===== config.mk =====
export PLATFORM = sky130hd
export DESIGN_NAME = pipeline_controller
export DESIGN_NICKNAME = d
export VERILOG_FILES = /design/src/rtl/cpu_types_pkg.sv /design/src/rtl/pipeline_controller_perf_counters.sv /design/src/rtl/pipeline_controller.sv
export SDC_FILE = /design/constraint.sdc
export NUM_CORES = 1
export LEC_CHECK = 0
export ABC_AREA = 0
export CAP_MARGIN = 10
export CORE_MARGIN = 5
export CORE_UTILIZATION = 35
export CTS_CLUSTER_SIZE = 10
export DETAILED_ROUTE_END_ITERATION = 10
export DONT_BUFFER_PORTS = 1
export PLACE_DENSITY = 0.56
export SLEW_MARGIN = 30
export SYNTH_ARGS = -nofsm -noshare
export SYNTH_HDL_FRONTEND = slang
export SYNTH_SLANG_ARGS = --single-unit
export TNS_END_PERCENT = 1

===== constraint.sdc =====
create_clock -name CLK -period 2.39 [get_ports CLK]
set_input_delay 0.239 -clock CLK [delete_from_list [all_inputs] [get_ports CLK]]
set_output_delay 0.239 -clock CLK [all_outputs]
set_load 0.02 [all_outputs]

===== src/rtl/cpu_types_pkg.sv =====
`default_nettype none
// ============================================================================
//  Module      : cpu_types_pkg
//  Description : Shared types for the pipeline controller: per-latch command
//                encoding and controller state encoding.
//  Revision    : 1.0  initial release
// ============================================================================
package cpu_types_pkg;

    // Command applied to each inter-stage pipeline latch
    typedef enum logic [1:0] {
        PIPE_ENABLE = 2'b00,   // load next values
        PIPE_STALL  = 2'b01,   // hold current values
        PIPE_NOP    = 2'b10    // load a bubble (all fields zero)
    } pipe_state_t;

    // Controller state
    typedef enum logic [1:0] {
        RUN    = 2'b00,
        DRAIN  = 2'b01,
        HALTED = 2'b10
    } ctrl_state_t;

    // Register-select width used by the hazard comparators
    localparam int unsigned REG_SEL_W = 5;

endpackage
`default_nettype wire


===== src/rtl/pipeline_controller_perf_counters.sv =====
`default_nettype none
// ============================================================================
//  Module      : perf_counters
//  Description : Stall-cycle counter (saturating, 32 bit) and flush counter
//                (wrapping, 16 bit) for the pipeline controller.
//  Revision    : 1.0  initial release
// ============================================================================
module perf_counters #(
    // Value loaded into the flush counter on reset; zero in normal use
    parameter logic [15:0] FLUSH_CNT_INIT = 16'h0000
) (
    input  logic        CLK,
    input  logic        RST,
    input  logic        stall_inc,
    input  logic        flush_inc,
    output logic [31:0] stall_cnt,
    output logic [15:0] flush_cnt
);

    logic [31:0] r_stall_cnt;
    logic [15:0] r_flush_cnt;

    // Count stall cycles (saturating) and flushes (wrapping)
    always_ff @(posedge CLK) begin
        if (RST) begin
            r_stall_cnt <= 32'h0000_0000;
            r_flush_cnt <= FLUSH_CNT_INIT;
        end else begin
            if (stall_inc && (r_stall_cnt != 32'hFFFF_FFFF)) begin
                r_stall_cnt <= r_stall_cnt + 32'd1;
            end
            if (flush_inc) begin
                r_flush_cnt <= r_flush_cnt + 16'd1;
            end
        end
    end

    assign stall_cnt = r_stall_cnt;
    assign flush_cnt = r_flush_cnt;

endmodule
`default_nettype wire


===== src/rtl/pipeline_controller.sv =====
`default_nettype none
// ============================================================================
//  Module      : pipeline_controller
//  Description : Hazard decode and per-latch command generation for a
//                five-stage pipeline, with halt drain and perf counters.
//  Revision    : 1.0  initial release
// ============================================================================
module pipeline_controller
    import cpu_types_pkg::*;
#(
    // Reset value of the flush counter; zero in normal use
    parameter logic [15:0] FLUSH_CNT_INIT = 16'h0000
) (
    input  logic                 CLK,
    input  logic                 RST,
    input  logic                 ihit,
    input  logic                 dhit,
    input  logic                 dmemREN_mem,
    input  logic                 dmemWEN_mem,
    input  logic                 MemRead_ex,
    input  logic [REG_SEL_W-1:0] regWSEL_ex,
    input  logic [REG_SEL_W-1:0] rs_id,
    input  logic [REG_SEL_W-1:0] rt_id,
    input  logic                 branch_taken_mem,
    input  logic                 halt_mem,
    output logic                 pc_en,
    output pipe_state_t          fd_state,
    output pipe_state_t          de_state,
    output pipe_state_t          em_state,
    output pipe_state_t          mw_state,
    output logic                 halted,
    output logic [31:0]          stall_cnt,
    output logic [15:0]          flush_cnt
);

    ctrl_state_t r_state;
    ctrl_state_t w_next_state;
    logic        r_halted;

    logic w_mem_stall;
    logic w_load_use;
    logic w_halt_entry;
    logic w_stall_inc;
    logic w_flush_inc;

    // Hazard decode
    assign w_mem_stall  = (dmemREN_mem | dmemWEN_mem) & ~dhit;
    assign w_load_use   = MemRead_ex & (regWSEL_ex != '0) &
                          ((regWSEL_ex == rs_id) | (regWSEL_ex == rt_id));
    // A halt only commits once any outstanding data access has completed
    assign w_halt_entry = halt_mem & ~w_mem_stall;

    // State register; halted tracks the state being entered
    always_ff @(posedge CLK) begin
        if (RST) begin
            r_state  <= RUN;
            r_halted <= 1'b0;
        end else begin
            r_state  <= w_next_state;
            r_halted <= (w_next_state == HALTED);
        end
    end

    // Next-state logic: RUN -> DRAIN on halt, DRAIN -> HALTED, HALTED is sticky
    always_comb begin
        w_next_state = r_state;
        case (r_state)
            RUN:     if (w_halt_entry) w_next_state = DRAIN;
            DRAIN:   w_next_state = HALTED;
            HALTED:  w_next_state = HALTED;
            default: w_next_state = RUN;
        endcase
    end

    // Output logic: prioritised latch commands and counter strobes
    always_comb begin
        pc_en       = 1'b0;
        fd_state    = PIPE_NOP;
        de_state    = PIPE_NOP;
        em_state    = PIPE_NOP;
        mw_state    = PIPE_NOP;
        w_stall_inc = 1'b0;
        w_flush_inc = 1'b0;
        if (!RST) begin
            case (r_state)
                RUN: begin
                    if (w_halt_entry) begin
                        mw_state = PIPE_ENABLE;
                    end else if (w_mem_stall) begin
                        fd_state    = PIPE_STALL;
                        de_state    = PIPE_STALL;
                        em_state    = PIPE_STALL;
                        mw_state    = PIPE_NOP;
                        w_stall_inc = 1'b1;
                    end else if (branch_taken_mem) begin
                        pc_en       = 1'b1;
                        mw_state    = PIPE_ENABLE;
                        w_flush_inc = 1'b1;
                    end else if (w_load_use) begin
                        fd_state    = PIPE_STALL;
                        de_state    = PIPE_NOP;
                        em_state    = PIPE_ENABLE;
                        mw_state    = PIPE_ENABLE;
                        w_stall_inc = 1'b1;
                    end else if (!ihit) begin
                        fd_state    = PIPE_NOP;
                        de_state    = PIPE_ENABLE;
                        em_state    = PIPE_ENABLE;
                        mw_state    = PIPE_ENABLE;
                        w_stall_inc = 1'b1;
                    end else begin
                        pc_en    = 1'b1;
                        fd_state = PIPE_ENABLE;
                        de_state = PIPE_ENABLE;
                        em_state = PIPE_ENABLE;
                        mw_state = PIPE_ENABLE;
                    end
                end
                DRAIN, HALTED: begin
                    mw_state = PIPE_STALL;
                end
                default: begin
                    mw_state = PIPE_NOP;
                end
            endcase
        end
    end

    assign halted = r_halted;

    perf_counters #(
        .FLUSH_CNT_INIT (FLUSH_CNT_INIT)
    ) u_perf_counters (
        .CLK       (CLK),
        .RST       (RST),
        .stall_inc (w_stall_inc),
        .flush_inc (w_flush_inc),
        .stall_cnt (stall_cnt),
        .flush_cnt (flush_cnt)
    );

endmodule
`default_nettype wire


==> results.sh, run 1 <==
export IMPL_status="finished, final reports clean"
export IMPL_clkTransAtPathRegs_ns=0.09
export IMPL_netlist_area_um2=2755
export IMPL_num_io_pins=82
export IMPL_tns_ns=0
export IMPL_clock_sinks=51
export IMPL_n_antenna_cell=0
export IMPL_synth_edf_count=0
export IMPL_ys_async_sr_fraction_pct=0
export IMPL_ff2ff_setup_slack_ns=0.18
export IMPL_cts_buffers=5
export IMPL_dieArea_um2=9747
export IMPL_synth_ff_type="dfxtp_1"
export IMPL_final_cells=470
export IMPL_core_area_um2=7687
export IMPL_num_rows=32
export IMPL_ant_nets=0
export IMPL_power_density_nw_per_um2=521.8
export IMPL_die_h_um=98.73
export IMPL_syn_to_final_growth_pct=20.07
export IMPL_drive_above_1_share_pct=17.39
export IMPL_dp_hpwl_mm=5.294
export IMPL_ys_ff_latch=51
export IMPL_yosysSeqAreaShare_pct=37.06
export IMPL_path_class="flop to flop"
export IMPL_hold_viol=0
export IMPL_drv_cap=0
export IMPL_hold_path_class="primary input to flop"
export IMPL_drc=0
export IMPL_skew_ns=0.008619
export IMPL_synth_fp_nets=362
export IMPL_vias_per_cell=5.491
export IMPL_hold_path_startpoint="halt_mem"
export IMPL_postSynthCellCount=335
export IMPL_rr_startpoint="u_perf_counters.stall_cnt[0]"
export IMPL_tritoncts="yes"
export IMPL_fillerInstances=795
export IMPL_slew_headroom_pct=64.49
export IMPL_antenna_found_initial=0
export IMPL_setup_viol=0
export IMPL_grt_pass1_vias=2477
export IMPL_grt_use_total_pct=14.58
export IMPL_slew_violations=0
export IMPL_reg2reg_depth=7
export IMPL_nets=394
export IMPL_ir_drop_uv=253.0
export IMPL_overflow=0
export IMPL_r2r_end="u_perf_counters.stall_cnt[28]"
export IMPL_ys_types=50
export IMPL_period_share_pct=92.40
export IMPL_vias=2581
export IMPL_gp_congestion=0.7764
export IMPL_power_leakage_nw=1.126
export IMPL_tightest_slew_ns=0.5316
export IMPL_start_util_pct=35.84
export IMPL_clk_latency_ns=0.30
export IMPL_first_pass_iters=4
export IMPL_fmax_mhz=452.8
export IMPL_grt_first_pass_wirelength_mm=11.87
export IMPL_crit_path_end_kind="flop"
export IMPL_dp_cells=461
export IMPL_cp_max_fo=5
export IMPL_ys_warn_count=0
export IMPL_fin_crit_ns=2.208
export IMPL_avgSynthCellArea_um2=8.224
export IMPL_critPathArrivalTime_ns=2.44
export IMPL_worstSetupStartpointType="flop"
export IMPL_routedWlPerCell_um=15.50
export IMPL_io_buffers=0
export IMPL_critPathRequiredTime_ns=2.63
export IMPL_routed_wl_mm=7.283
export IMPL_rsz0062_at_grt="no"
export IMPL_hold_ws_ns=0.1108
export IMPL_holdPathEnd="r_state[0]"
export IMPL_root_buffer="clkbuf_8"
export IMPL_first_iter_violations=79
export IMPL_htree_num_levels=2
export IMPL_grt_max_degree=44
export IMPL_cts_buffer_depth=2
export IMPL_die_x_um=98.73
export IMPL_min_path_cells=2
[cells by family (layout without fill, tap and decap cells)]
group | count (synthesis) | in the layout | synth area share (%)
XOR/XNOR | 23 | 23 | 7.312
adder cells (fa/ha/maj) | 3 | 3 | 1.363
flip-flops | 51 | 51 | 37.06
multiplexers | 4 | 4 | 1.589
AO/OA/AOI/OAI | 77 | 77 | 17.08
AND/OR/NAND/NOR | 147 | 147 | 30.52
buffers and inverters | 30 | 63 | 5.086
[cells in the mapped netlist (2+ instances only)]
library cell   n  area share [%]
xor2_1         9             2.9
or4_1         21             5.7
o22ai_1        2            0.45
buf_1          2            0.27
or3_1          8             1.8
o41ai_1        3            0.95
nor4b_1        2            0.64
ha_1           3             1.4
nor2b_1        5             1.1
and3_1         6             1.4
inv_1         11             1.5
nor3_1         4            0.73
nand3_1       18             3.3
nand4_1       14             3.2
o31ai_1       20             5.4
dfxtp_1       51              37
o311ai_0       3            0.95
a21oi_1       33             6.0
nor3b_1        2            0.54
buf_2          3            0.54
nor2_1        31             4.2
buf_4          4             1.1
o21a_1         2            0.54
clkbuf_1       8             1.1
nand2_1       20             2.7
o21ai_0       11             2.0
mux2_2         3             1.2
xnor2_1       14             4.5
[worst max-delay path: stages (launching register included)]
cell and delay, ns:
dfxtp_1 0.36, ha_1 0.18, nand3_1 0.14, nor4_4 0.28, and4_4 0.29, or4b_1 0.45
or3_1 0.31, a21oi_1 0.14
[through the flow]
step / worst slack, ns / instance area (µm²) / util (%) / power [mW]
floorplan: 0.1042 / 2755 / - / 0.9954
global placement: 0.1934 / 3136 / 40.79 / 1.012
detailed placement: 0.1607 / 3136 / 40.79 / 1.014
CTS: 0.1422 / 3288 / 42.77 / 1.750
global route: 0.007443 / 3308 / 43.03 / 1.796
finish: 0.1817 / 3308 / 43.03 / 1.726
[placed cells by master (no fill, tap or decap), types with 4 or more instances in the layout]
cell / n
o21ai_0: 11
and3_1: 6
or3_1: 8
xor2_1: 9
nand3_1: 18
nand2_1: 20
xnor2_1: 14
dfxtp_1: 51
nand4_1: 14
inv_1: 11
nor2_1: 31
nor3_1: 4
a21oi_1: 32
nor2b_1: 5
clkbuf_8: 5
or4_1: 21
buf_4: 41
o31ai_1: 20
[flip-flops by register name, indices dropped and copies added (netlist names)]
register	flops
halted	1
u_perf_counters.stall_cnt	32
r_state	2
u_perf_counters.flush_cnt	16
[worst max path at each step]
| stage | start | slack [ns] | end |
|---|---|---|---|
| final | u_perf_counters.stall_cnt[0] | 0.18 | u_perf_counters.stall_cnt[28] |
| after global routing | u_perf_counters.stall_cnt[4] | 0.007 | u_perf_counters.stall_cnt[29] |
| after CTS | r_state[0] | 0.14 | u_perf_counters.stall_cnt[19] |
| after detailed placement | r_state[0] | 0.16 | u_perf_counters.stall_cnt[5] |
| after global placement | r_state[0] | 0.19 | u_perf_counters.stall_cnt[13] |
| after floorplan | u_perf_counters.stall_cnt[0] | 0.10 | u_perf_counters.stall_cnt[28] |
[routing by layer]
layer / GRT usage [%] / part of all wire, % / vias to the layer above / wire, µm
li1: - / - / 1308 / -
met1: 18.24 / 45 / 1204 / 3272
met2: 24.28 / 47 / 67 / 3435
met3: 4.600 / 7.2 / 2 / 526
met4: 3.887 / 0.69 / 0 / 50
met5: 0 / 0 / - / 0
[repair_timing]
action,4_1_cts,5_1_grt
hold buffers,1,0
gates resized for setup,0,3
buffers inserted,0,0
endpoints found under the setup margin,0,16
endpoints found under the hold margin,43,0
[area by class of cell]
| type | count | area, µm² | share of cell area (%) |
|---|---|---|---|
| clock buffer | 6 | 72.57 | 2.194 |
| clock inverter | 2 | 60.06 | 1.815 |
| inverter | 11 | 41.29 | 1.248 |
| multi-input combinational | 254 | 1618 | 48.90 |
| sequential | 51 | 1021 | 30.86 |
| tap | 102 | 127.6 | 3.858 |
| timing repair buffer | 44 | 367.9 | 11.12 |
[power by group]
part | total, mW | leakage (nW) | switching, mW | internal [mW]
registers | 0.864 | 0.411 | 0.00713 | 0.857
logic | 0.149 | 0.650 | 0.0895 | 0.0591
clock network | 0.714 | 0.0654 | 0.295 | 0.419
(Power assumes the default switching activity.)
==> run 2, diff against run 1 <==
Settings changed: ABC_AREA 0 to default, GPL_TIMING_DRIVEN from default to 0, PLACE_DENSITY 0.56 to 0.55.
==> run 2 against run 1 <==
  * Critical path depth stayed put
  * Via count shrank 1.3%
  * Sequential power about the same
  * Register-to-register slack lost 0.13 ns
  * Critical endpoint unchanged
  * Critical path type unchanged
  * Largest power group unchanged
  * Non-clock buffer count decreased by 23
  * Clock-buffer cell count unchanged
  * Design area shrank 6.1%
==> results.sh, run 2 (synthesis gave the netlist of run 1 again) <==
export IMPL_gp_congestion=0.7640
export IMPL_period_share_pct=97.86
export IMPL_clkPwrFrac_pct=33.4
export IMPL_dp_cells=437
export IMPL_power_mw=1.505
export IMPL_drc=0
export IMPL_clkTransAtPathRegs_ns=0.10
export IMPL_setup_viol=0
export IMPL_power_density_nw_per_um2=484.2
export IMPL_vias=2547
export IMPL_tritoncts="yes"
export IMPL_clock_sinks=51
export IMPL_slew_violations=0
export IMPL_first_iter_violations=143
export IMPL_place_ws_ns=-0.3287
export IMPL_num_rows=32
export IMPL_ant_nets=0
export IMPL_fin_crit_ns=2.339
export IMPL_routedWlPerCell_um=17.01
export IMPL_dieArea_um2=9747
export IMPL_io_buffers=0
export IMPL_slew_headroom_pct=38.54
export IMPL_vias_per_cell=5.698
export IMPL_status="finished, final reports clean"
export IMPL_fmax_mhz=427.5
export IMPL_p_seq_share_pct=57.3
export IMPL_fin_ws_ns=0.05108
export IMPL_overflow=0
export IMPL_critPathRequiredTime_ns=2.63
export IMPL_start_util_pct=35.84
export IMPL_htree_num_levels=2
export IMPL_power_leakage_nw=0.9483
export IMPL_ir_drop_uv=254.6
export IMPL_combPwrFrac_pct=9.3
export IMPL_path_class="flop to flop"
export IMPL_routed_wl_mm=7.602
export IMPL_crit_path_end_kind="flop"
export IMPL_grt_max_degree=16
export IMPL_root_buffer="clkbuf_8"
export IMPL_grt_first_pass_wirelength_mm=12.04
export IMPL_switching_share_pct=26.47
export IMPL_tns_ns=0
export IMPL_clk_latency_ns=0.31
export IMPL_syn_to_final_growth_pct=12.81
export IMPL_nets=371
export IMPL_hold_ws_ns=0.1050
export IMPL_worstSetupStartpointType="flop"
export IMPL_hold_path_class="primary input to flop"
export IMPL_die_x_um=98.73
export IMPL_n_antenna_cell=0
export IMPL_cp_max_fo=5
export IMPL_first_pass_iters=4
export IMPL_die_h_um=98.73
export IMPL_tightest_slew_ns=0.9135
export IMPL_layout_commonest_cell="dfxtp_1"
export IMPL_cts_buffer_depth=2
export IMPL_core_area_um2=7687
export IMPL_num_io_pins=82
export IMPL_final_cells=447
export IMPL_switchingPower_mw=0.3984
export IMPL_power_internal_mw=1.106
export IMPL_drive_above_1_share_pct=18.26
export IMPL_final_cell_mix="dfxtp_1, a21oi_1, nor2_1, or4_1"
export IMPL_cts_buffers=5
export IMPL_drv_cap=0
export IMPL_largest_register_ffs=32
export IMPL_critPathArrivalTime_ns=2.58
export IMPL_antenna_found_initial=0
export IMPL_hold_viol=0
export IMPL_dp_hpwl_mm=5.552
export IMPL_grt_pass1_vias=2387
export IMPL_skew_ns=0.01005
export IMPL_grt_use_total_pct=15.01
-- run 2: timing repair --
item / 4_1_cts / 5_1_grt
endpoints found under the hold margin: 0 / 0
gates resized for setup: 26 / 27
pin swaps: 1 / 3
setup endpoints to repair: 31 / 33
buffers inserted: 0 / 2
hold buffers: 0 / 0
-- run 2: metrics by stage --
step | instance area [µm²] | util [%]
5_1_grt | 3108 | 40.43
4_1_cts | 3030 | 39.42
3_3_place_gp | 2883 | 37.50
2_1_floorplan | 2755 | -
3_5_place_dp | 2883 | 37.50
6_report | 3108 | 40.43
-- run 2: critical path, stage by stage (launching register included) --
cell and delay [ns]:
dfxtp_4 0.43, ha_4 0.17, nand3_4 0.10, nor4_4 0.34, and4_4 0.29, or4b_4 0.46
or3_1 0.32, a21oi_1 0.14
-- run 2: power groups by stage --
| stage | Combinational (mW) | Sequential, mW | Clock (mW) |
|---|---|---|---|
| after floorplan | 0.111 | 0.884 | 0 |
| after global placement | 0.136 | 0.885 | 0 |
| after detailed placement | 0.137 | 0.885 | 0 |
| after CTS | 0.138 | 0.864 | 0.527 |
| after global routing | 0.154 | 0.864 | 0.558 |
| final | 0.139 | 0.862 | 0.503 |
-- run 2: cell type report --
type | instances | area [µm²]
buffer | 19 | 123.9
clock buffer | 6 | 72.57
clock inverter | 2 | 12.51
fill | 803 | 4579
inverter | 11 | 41.29
multi-input combinational | 254 | 1663
sequential | 51 | 1052
tap | 102 | 127.6
timing repair buffer | 2 | 15.01
-- run 2: path summary, 6_finish.rpt --
path / to / cells after the start / slack [ns] / start
worst max-delay path: u_perf_counters.stall_cnt[28] / 7 / 0.05 / u_perf_counters.stall_cnt[1]
worst min-delay path: r_state[0] / 2 / 0.11 / halt_mem
worst max register to register: u_perf_counters.stall_cnt[28] / 7 / 0.05 / u_perf_counters.stall_cnt[1]
worst min register to register: r_state[0] / 2 / 0.49 / r_state[0]
-- run 2: per-layer routing --
metal  global-route usage (%)  vias up  wire, µm
li1                         -     1260         -
met1                    19.51     1208      3426
met2                    24.86       73      3564
met3                    3.892        6       534
met4                    3.782        0        76
met5                        0        -         0
